--- config.mk ---
export PLATFORM = sky130hd
export DESIGN_NAME = csa_task_gen
export DESIGN_NICKNAME = d
export VERILOG_FILES = /design/src/rtl/csa_task_gen.sv
export SDC_FILE = /design/constraint.sdc
export NUM_CORES = 1
export LEC_CHECK = 0
export ABC_CLOCK_PERIOD_IN_PS = 3000
export BUFFER_PORTS_ARGS = -buffer_cell sky130_fd_sc_hd__buf_2
export CAP_MARGIN = 10
export CORE_MARGIN = 2
export CORE_UTILIZATION = 40
export DETAILED_ROUTE_END_ITERATION = 10
export PLACE_DENSITY = 0.69
export SYNTH_ARGS = -nofsm -noshare
export SYNTH_HDL_FRONTEND = slang
export SYNTH_SLANG_ARGS = --single-unit
--- constraint.sdc ---
create_clock -name csa_in_wclk -period 3 [get_ports csa_in_wclk]
set_input_delay 0.3 -clock csa_in_wclk [delete_from_list [all_inputs] [get_ports csa_in_wclk]]
set_output_delay 0.3 -clock csa_in_wclk [all_outputs]
set_load 0.05 [all_outputs]
--- src/rtl/csa_task_gen.sv ---
// Splits a key range into fixed-size jobs and writes each as a 5-word record into the CSA input FIFO.
// Optional: define CSA_TASK_GEN_STALL_CNT_EN to add the stall_count backpressure counter output.
module csa_task_gen #(
    parameter int unsigned AXI_DATA_WIDTH    = 32,
    parameter int unsigned CSA_CALC_IN_WIDTH = 48,
    parameter logic [AXI_DATA_WIDTH-1:0] TIMES_START_VALUE = '0
) (
    input  logic                         csa_in_wclk,
    input  logic                         rst_n,
    input  logic                         start,
    input  logic                         stop,
    input  logic [CSA_CALC_IN_WIDTH-1:0] cfg_key_start,
    input  logic [AXI_DATA_WIDTH-1:0]    cfg_total,
    input  logic [AXI_DATA_WIDTH-1:0]    cfg_chunk,
    input  logic [AXI_DATA_WIDTH-1:0]    cfg_block_base,
    input  logic                         csa_in_error_full,
    output logic                         csa_in_wen,
    output logic [AXI_DATA_WIDTH-1:0]    csa_in_wdata,
    output logic                         busy,
    output logic                         done,
    output logic                         cfg_error,
    output logic [AXI_DATA_WIDTH-1:0]    block_count
`ifdef CSA_TASK_GEN_STALL_CNT_EN
    ,
    output logic [AXI_DATA_WIDTH-1:0]    stall_count
`endif
);

    typedef enum logic [3:0] {
        IDLE, CHECK, W0, W1, W2, W3, W4, NEXT, FINISH
    } state_t;

    localparam logic [AXI_DATA_WIDTH-1:0] ONE = AXI_DATA_WIDTH'(1);

    state_t                         state, next_state;
    logic [CSA_CALC_IN_WIDTH-1:0]   key;
    logic [AXI_DATA_WIDTH-1:0]      remaining;
    logic [AXI_DATA_WIDTH-1:0]      blk;
    logic [AXI_DATA_WIDTH-1:0]      chunk;
    logic [AXI_DATA_WIDTH-1:0]      times;
    logic [AXI_DATA_WIDTH-1:0]      times_next;
    logic                           stop_pending;
    logic                           accept;

    assign accept     = (state == IDLE) && start && (cfg_chunk != '0);
    assign times_next = (chunk < remaining) ? chunk : remaining;

    always_comb begin
        next_state = state;
        case (state)
            IDLE:    if (accept) next_state = CHECK;
            CHECK: begin
                if ((remaining == '0) || stop_pending) next_state = FINISH;
                else if (!csa_in_error_full)           next_state = W0;
            end
            W0:      next_state = W1;
            W1:      next_state = W2;
            W2:      next_state = W3;
            W3:      next_state = W4;
            W4:      next_state = NEXT;
            NEXT:    next_state = CHECK;
            FINISH:  next_state = IDLE;
            default: next_state = IDLE;
        endcase
    end

    // Outputs are registered from next_state so wen/wdata line up with the Wx states.
    always_ff @(posedge csa_in_wclk) begin
        if (!rst_n) begin
            state        <= IDLE;
            key          <= '0;
            remaining    <= '0;
            blk          <= '0;
            chunk        <= '0;
            times        <= '0;
            stop_pending <= 1'b0;
            csa_in_wen   <= 1'b0;
            csa_in_wdata <= '0;
            busy         <= 1'b0;
            done         <= 1'b0;
            cfg_error    <= 1'b0;
            block_count  <= '0;
        end else begin
            state      <= next_state;
            busy       <= (next_state != IDLE);
            done       <= (next_state == FINISH);
            cfg_error  <= (state == IDLE) && start && (cfg_chunk == '0);
            csa_in_wen <= (next_state inside {W0, W1, W2, W3, W4});

            case (next_state)
                W0:      csa_in_wdata <= blk;
                W1:      csa_in_wdata <= key[AXI_DATA_WIDTH-1:0];
                W2:      csa_in_wdata <= AXI_DATA_WIDTH'(key >> AXI_DATA_WIDTH);
                W3:      csa_in_wdata <= times;
                W4:      csa_in_wdata <= TIMES_START_VALUE;
                default: csa_in_wdata <= csa_in_wdata;
            endcase

            if (accept) begin
                key         <= cfg_key_start;
                remaining   <= cfg_total;
                blk         <= cfg_block_base;
                chunk       <= cfg_chunk;
                block_count <= '0;
            end

            if ((state == CHECK) && (next_state == W0)) times <= times_next;

            if (state == NEXT) begin
                key         <= key + CSA_CALC_IN_WIDTH'(times);
                remaining   <= remaining - times;
                blk         <= blk + ONE;
                block_count <= block_count + ONE;
            end

            if (state == FINISH)                 stop_pending <= 1'b0;
            else if ((state != IDLE) && stop)    stop_pending <= 1'b1;
        end
    end

`ifdef CSA_TASK_GEN_STALL_CNT_EN
    always_ff @(posedge csa_in_wclk) begin
        if (!rst_n || accept) begin
            stall_count <= '0;
        end else if ((state == CHECK) && csa_in_error_full && (remaining != '0)
                     && !stop_pending && (stall_count != '1)) begin
            stall_count <= stall_count + ONE;
        end
    end
`endif

endmodule

After elaboration in Yosys (flattened, before gate mapping)
Index checks and enable logic that the tools add are counted.
{ "totals": {"register_bits": 249, "in_bits": 149, "wordCells": 62} }
{ "op_classes": {"addsub": 4, "n_lt_le_gt_ge": 1, "eq_ne": 14, "mux": 14, "bitwise_logic": 1, "n_reduce_logical": 15} }
{ "op_table": {"columns": ["op", "n"], "rows": [
  ["$mux 32", 7],
  ["$pmux 32 s5", 1],
  ["$mux 48", 2],
  ["$add 32x1->32 const B", 2],
  ["$logic_not 32->1", 2],
  ["$add 48x32->48", 1],
  ["$lt 32x32->1", 1],
  ["$pmux 4 s8", 1],
  ["$reduce_bool 32->1", 1],
  ["$sub 32x32->32", 1],
  ["$eq 4x3->1 const B", 7],
  ["$eq 4x2->1 const B", 4],
  ["$mux 4", 3],
  ["$eq 4x4->1 const B", 2],
  ["$reduce_bool 4->1", 2],
  ["$logic_and 1x1->1", 5],
  ["$reduce_bool 5->1", 1],
  ["$eq 4x1->1 const B", 1],
  ["$logic_not 4->1", 1],
  ["$reduce_bool 2->1", 1],
  ["$reduce_or 2->1", 1],
  ["$logic_or 1x1->1", 1],
  ["$not 1->1", 1]
]} }

Logic depth before layout (Yosys ltp)
{ "logic_depth": {"ltp_word": 7, "mapped_depth": 14} }

Worst setup path before layout
No wires, ideal clock.
{ "synth_path": {"path_type": "register -> register", "startpoint": "register remaining[0]", "endpoint": "register remaining[30]", "setup_time_ns": 0.074, "t_arrival_ns": 2.694, "required_ns": 2.926, "setup_slack_ns": 0.232, "path_stages_with_launch": 13, "synth_period_minus_slack_ns": 2.768, "path_cell_list": "dfxtp_1 inv_1 ha_1 fa_1 nor2b_1 o21ai_1 a21boi_4 o41ai_4 o31ai_2 a221o_2 a31oi_1 or4_1 a31oi_1"} }
{ "synth_between": {"elab_chain_len": 2} }
{ "synth_rtl": {"columns": ["element", "line_no", "text"], "rows": [
  ["from (decl)", "37", "logic [AXI_DATA_WIDTH-1:0] remaining;"],
  ["from (signal assigned)", "101", "remaining <= cfg_total;"],
  ["from (signal assigned)", "111", "remaining <= remaining - times;"],
  ["$sub 32x32->32", "111", null],
  ["$mux 32", "109", "if (state == NEXT) begin"]
]} }
Every way passes these cells.
A chain may end at the register's enable or synchronous reset.

Worst setup path after layout
{ "layout_path": {"startpoint": "register times[0]", "endpoint": "register key[44]"} }
{ "layout_between": {"elab_chain_len": 2} }
{ "layout_rtl": {"columns": ["element", "line_no", "text"], "rows": [
  ["from (decl)", "40", "logic [AXI_DATA_WIDTH-1:0] times;"],
  ["from (signal assigned)", "107", "if ((state == CHECK) && (next_state == W0)) times <= times_next;"],
  ["$add 48x32->48", "110", "key <= key + CSA_CALC_IN_WIDTH'(times);"],
  ["$mux 48", "109", null],
  ["to (signal assigned)", "100", "key <= cfg_key_start;"],
  ["to (signal assigned)", "110", null],
  ["to (decl)", "36", "logic [CSA_CALC_IN_WIDTH-1:0] key;"]
]} }
Every way passes these cells.

==> flow_metrics.py <==
metrics = {
    "clock_network": {
        "ctsHtreeMaxLevel": 1,
        "clock_latency_ns": 0.60,
        "clockRootBuffer": "clkbuf_16",
        "clockBufferDepth": 3,
        "cts_sinks": 249,
        "cts_made_buffers": 31,
        "cts_tree": "built",
        "clk_pin_slew_ns": 0.06,
    },
    "routing": {
        "wl_met3_um": 5030,
        "postRouteAntennaNets": 0,
        "highest_layer": "met4",
        "vias": 18300,
        "vias_per_cell": 6.05,
        "routed_wl_um": 65300,
        "drt-met1-wl_um": 28000,
        "met2_length_um": 28900,
        "detail_route.wl_per_cell_um": 21.6,
        "drt_first_pass_iters": 7,
        "drt_iter0_markers": 1903,
        "drc": 0,
    },
    "status": {
        "status": "finished, final reports clean",
    },
    "floorplanning": {
        "dieArea_mm2": 0.0421,
        "initial_utilization": 0.406,
        "core_area_mm2": 0.0398,
        "die_w_um": 205,
        "fp-row-count": 73,
        "die_h_um": 205,
        "io_pins": 217,
    },
    "worst_setup_path": {
        "rrSetupSlack_ns": 0.08,
        "timing.rr.start": "times[0]",
        "startpoint_type": "flip-flop",
        "worstSetupPathType": "flip-flop to flip-flop",
        "end_kind": "flip-flop",
        "crit_path_cell_trace": "ha_1, inv_1, fa_2, nand2b_4, a21oi_4, o211ai_1, a41oi_2, o211ai_2, a211oi_2, buf_4, nand4_1, a2bb2oi_1, a21oi_1",
        "cp.required_ns": 3.53,
        "r2r_end": "key[44]",
        "crit_end": "key[44]",
        "worstPathMaxFanout": 4,
        "arrival_ns": 3.45,
        "slowest_stage": "dfxtp_4",
        "crit_path_start": "times[0]",
        "cpPeakStageDelay_ns": 0.37,
        "rr_worst_depth": 13,
    },
    "grt": {
        "grt_usage": 0.299,
        "grt_start_max_net_pins": 86,
        "grt_pass1_wl_um": 98500,
        "grt_pass1_vias": 17300,
        "grt_overflow": 0,
        "antenna_found_initial": 0,
    },
    "flow_run": {
        "drv_cap": 0,
    },
    "power": {
        "pwr_density_cell_mw_per_mm2": 607,
        "p_leak_nw": 8.61,
        "ir_worst_vdd_uv": 479,
    },
    "sta": {
        "rsz0062_at_grt": "true",
        "setup_viol": 0,
        "slew_headroom": 0.502,
        "hold_viol": 0,
        "finalCritPeriodShare": 0.975,
        "tns_ns": 0,
        "fmax_ghz": 0.342,
        "final_max_slew_viol_count": 0,
        "setup_slack_ns": 0.0754,
        "worst_pin_slew_ns": 0.746,
        "fin_worst_skew_ns": 0.0153,
        "hold-worst-slack_ns": 0.00865,
        "period_needed_ns": 2.92,
    },
    "final_layout": {
        "finalNetCount": 2725,
        "antennaDiodeCount": 0,
        "areaGrowthSynthToFinish_pct": 28.6,
        "fin_util": 0.522,
        "final_common_cell": "nand2_1",
        "layout_common_cells": "nand2_1, dfxtp_1, buf_2",
        "fill_cells": 3866,
        "drive_gt1_frac": 0.204,
    },
    "synthesis": {
        "ys_seq_area_frac": 0.308,
        "synth-main-ff-cell": "dfxtp_1",
        "synth_area_mm2": 0.0162,
        "avgSynthCellArea_um2": 7.54,
        "ys_async_sr_fraction": 0,
        "synth-edff-count": 0,
        "ys_ff_latch": 249,
        "ys_types": 85,
        "syn_inst": 2146,
        "synth_nets": 2393,
        "ys_warn_count": 0,
    },
    "place": {
        "post-dp-hpwl_um": 48200,
        "dp_slack_ns": -0.0952,
        "io_buffers": 216,
        "place.gp.congestion": 0.959,
    },
    "hold_path": {
        "worstHoldPathType": "primary input to flip-flop",
    },
}
[power by group]
group / internal, W / switching [W] / total (W)
combinational: 0.00193 / 0.00287 / 0.00480
clock: 0.00221 / 0.00159 / 0.00380
sequential: 0.00363 / 0.000397 / 0.00402
[stage by stage]
stage | power [W] | cell area [um2] | std cells
after floorplan | 0.00684 | 16200 | 2146
after global placement | 0.00848 | 18700 | 2885
after detailed placement | 0.00853 | 18700 | 2885
after CTS | 0.0124 | 20500 | 3019
after global routing | 0.0132 | 20800 | 3024
final | 0.0126 | 20800 | 3024
[critical path, delay by kind of cell, from the launching register on]
kind	cells	cell delay (ns)
flops	1	0.37
compound gates	7	1.45
fa+ha+maj	2	0.52
simple gates	2	0.28
buf+inv	2	0.23
[logic make-up after synthesis]
group / share of synthesized area
adders and majority gates: 0.0767
DFF: 0.308
buffers and inverters: 0.0563
muxes: 0.00766
AOI/OAI and AO/OA: 0.280
and+or+nand+nor: 0.239
xor gates and xnor gates: 0.0314
[routing by layer]
| metal | GRT usage | up-vias |
|---|---|---|
| met3 | 0.0469 | 173 |
| met1 | 0.400 | 8595 |
| li1 | - | 8613 |
| met4 | 0.146 | 0 |
| met5 | 0 | - |
| met2 | 0.470 | 900 |
[state kept, by name (all words and copies together) (netlist names)]
register / cells
chunk: 32
stop_pending: 1
csa_in_wen: 1
blk: 32
key: 48
busy: 1
times: 32
csa_in_wdata: 32
block_count: 32
cfg_error: 1
done: 1
remaining: 32
state: 4
[layout make-up]
class                           count  area [um2]  area share
Clock buffer                       42         877      0.0422
Tap cell                          525         657      0.0316
Clock inverter                     12         134     0.00644
Timing Repair Buffer              448        3250       0.156
Multi-Input combinational cell   1665       10600       0.508
Inverter                           83         317      0.0152
Sequential cell                   249        5010       0.241
[how the worst min path moves through the flow]
stage,endpoint,start,cells past startpoint,slack (ns)
6_report,remaining[20],cfg_total[20],3,0.009
5_1_grt,key[18],cfg_key_start[18],3,0.02
4_1_cts,remaining[20],cfg_total[20],3,0.0004
3_5_place_dp,stop_pending,stop_pending,2,0.48
3_3_place_gp,stop_pending,stop_pending,2,0.46
2_1_floorplan,stop_pending,stop_pending,2,0.43
[cells in the mapped netlist (27+ instances only)]
cell type  number  area share
a21o_1         51       0.024
a21oi_1       202       0.062
a22oi_1        51       0.024
and3_1         35       0.014
clkbuf_1      112       0.026
dfxtp_1       249        0.31
ha_1           96       0.074
inv_1          83       0.019
nand2_1       280       0.065
nand3_1        85       0.026
nand4_1        27       0.010
nor2_1        148       0.034
nor3_1         95       0.029
nor4_1         55       0.021
o21ai_0       123       0.038
o41ai_1        27       0.015
xnor2_1        27       0.015
xor2_1         31       0.017
[what timing repair did]
action                                  in CTS  in global routing
endpoints found under the hold margin       79                  0
endpoints found under the setup margin      19                 49
setup buffers                                1                  5
hold buffers                                79                  0
pin swaps                                    3                 14
gates resized for setup                      3                 53
Power figures use the tool's default switching activity.
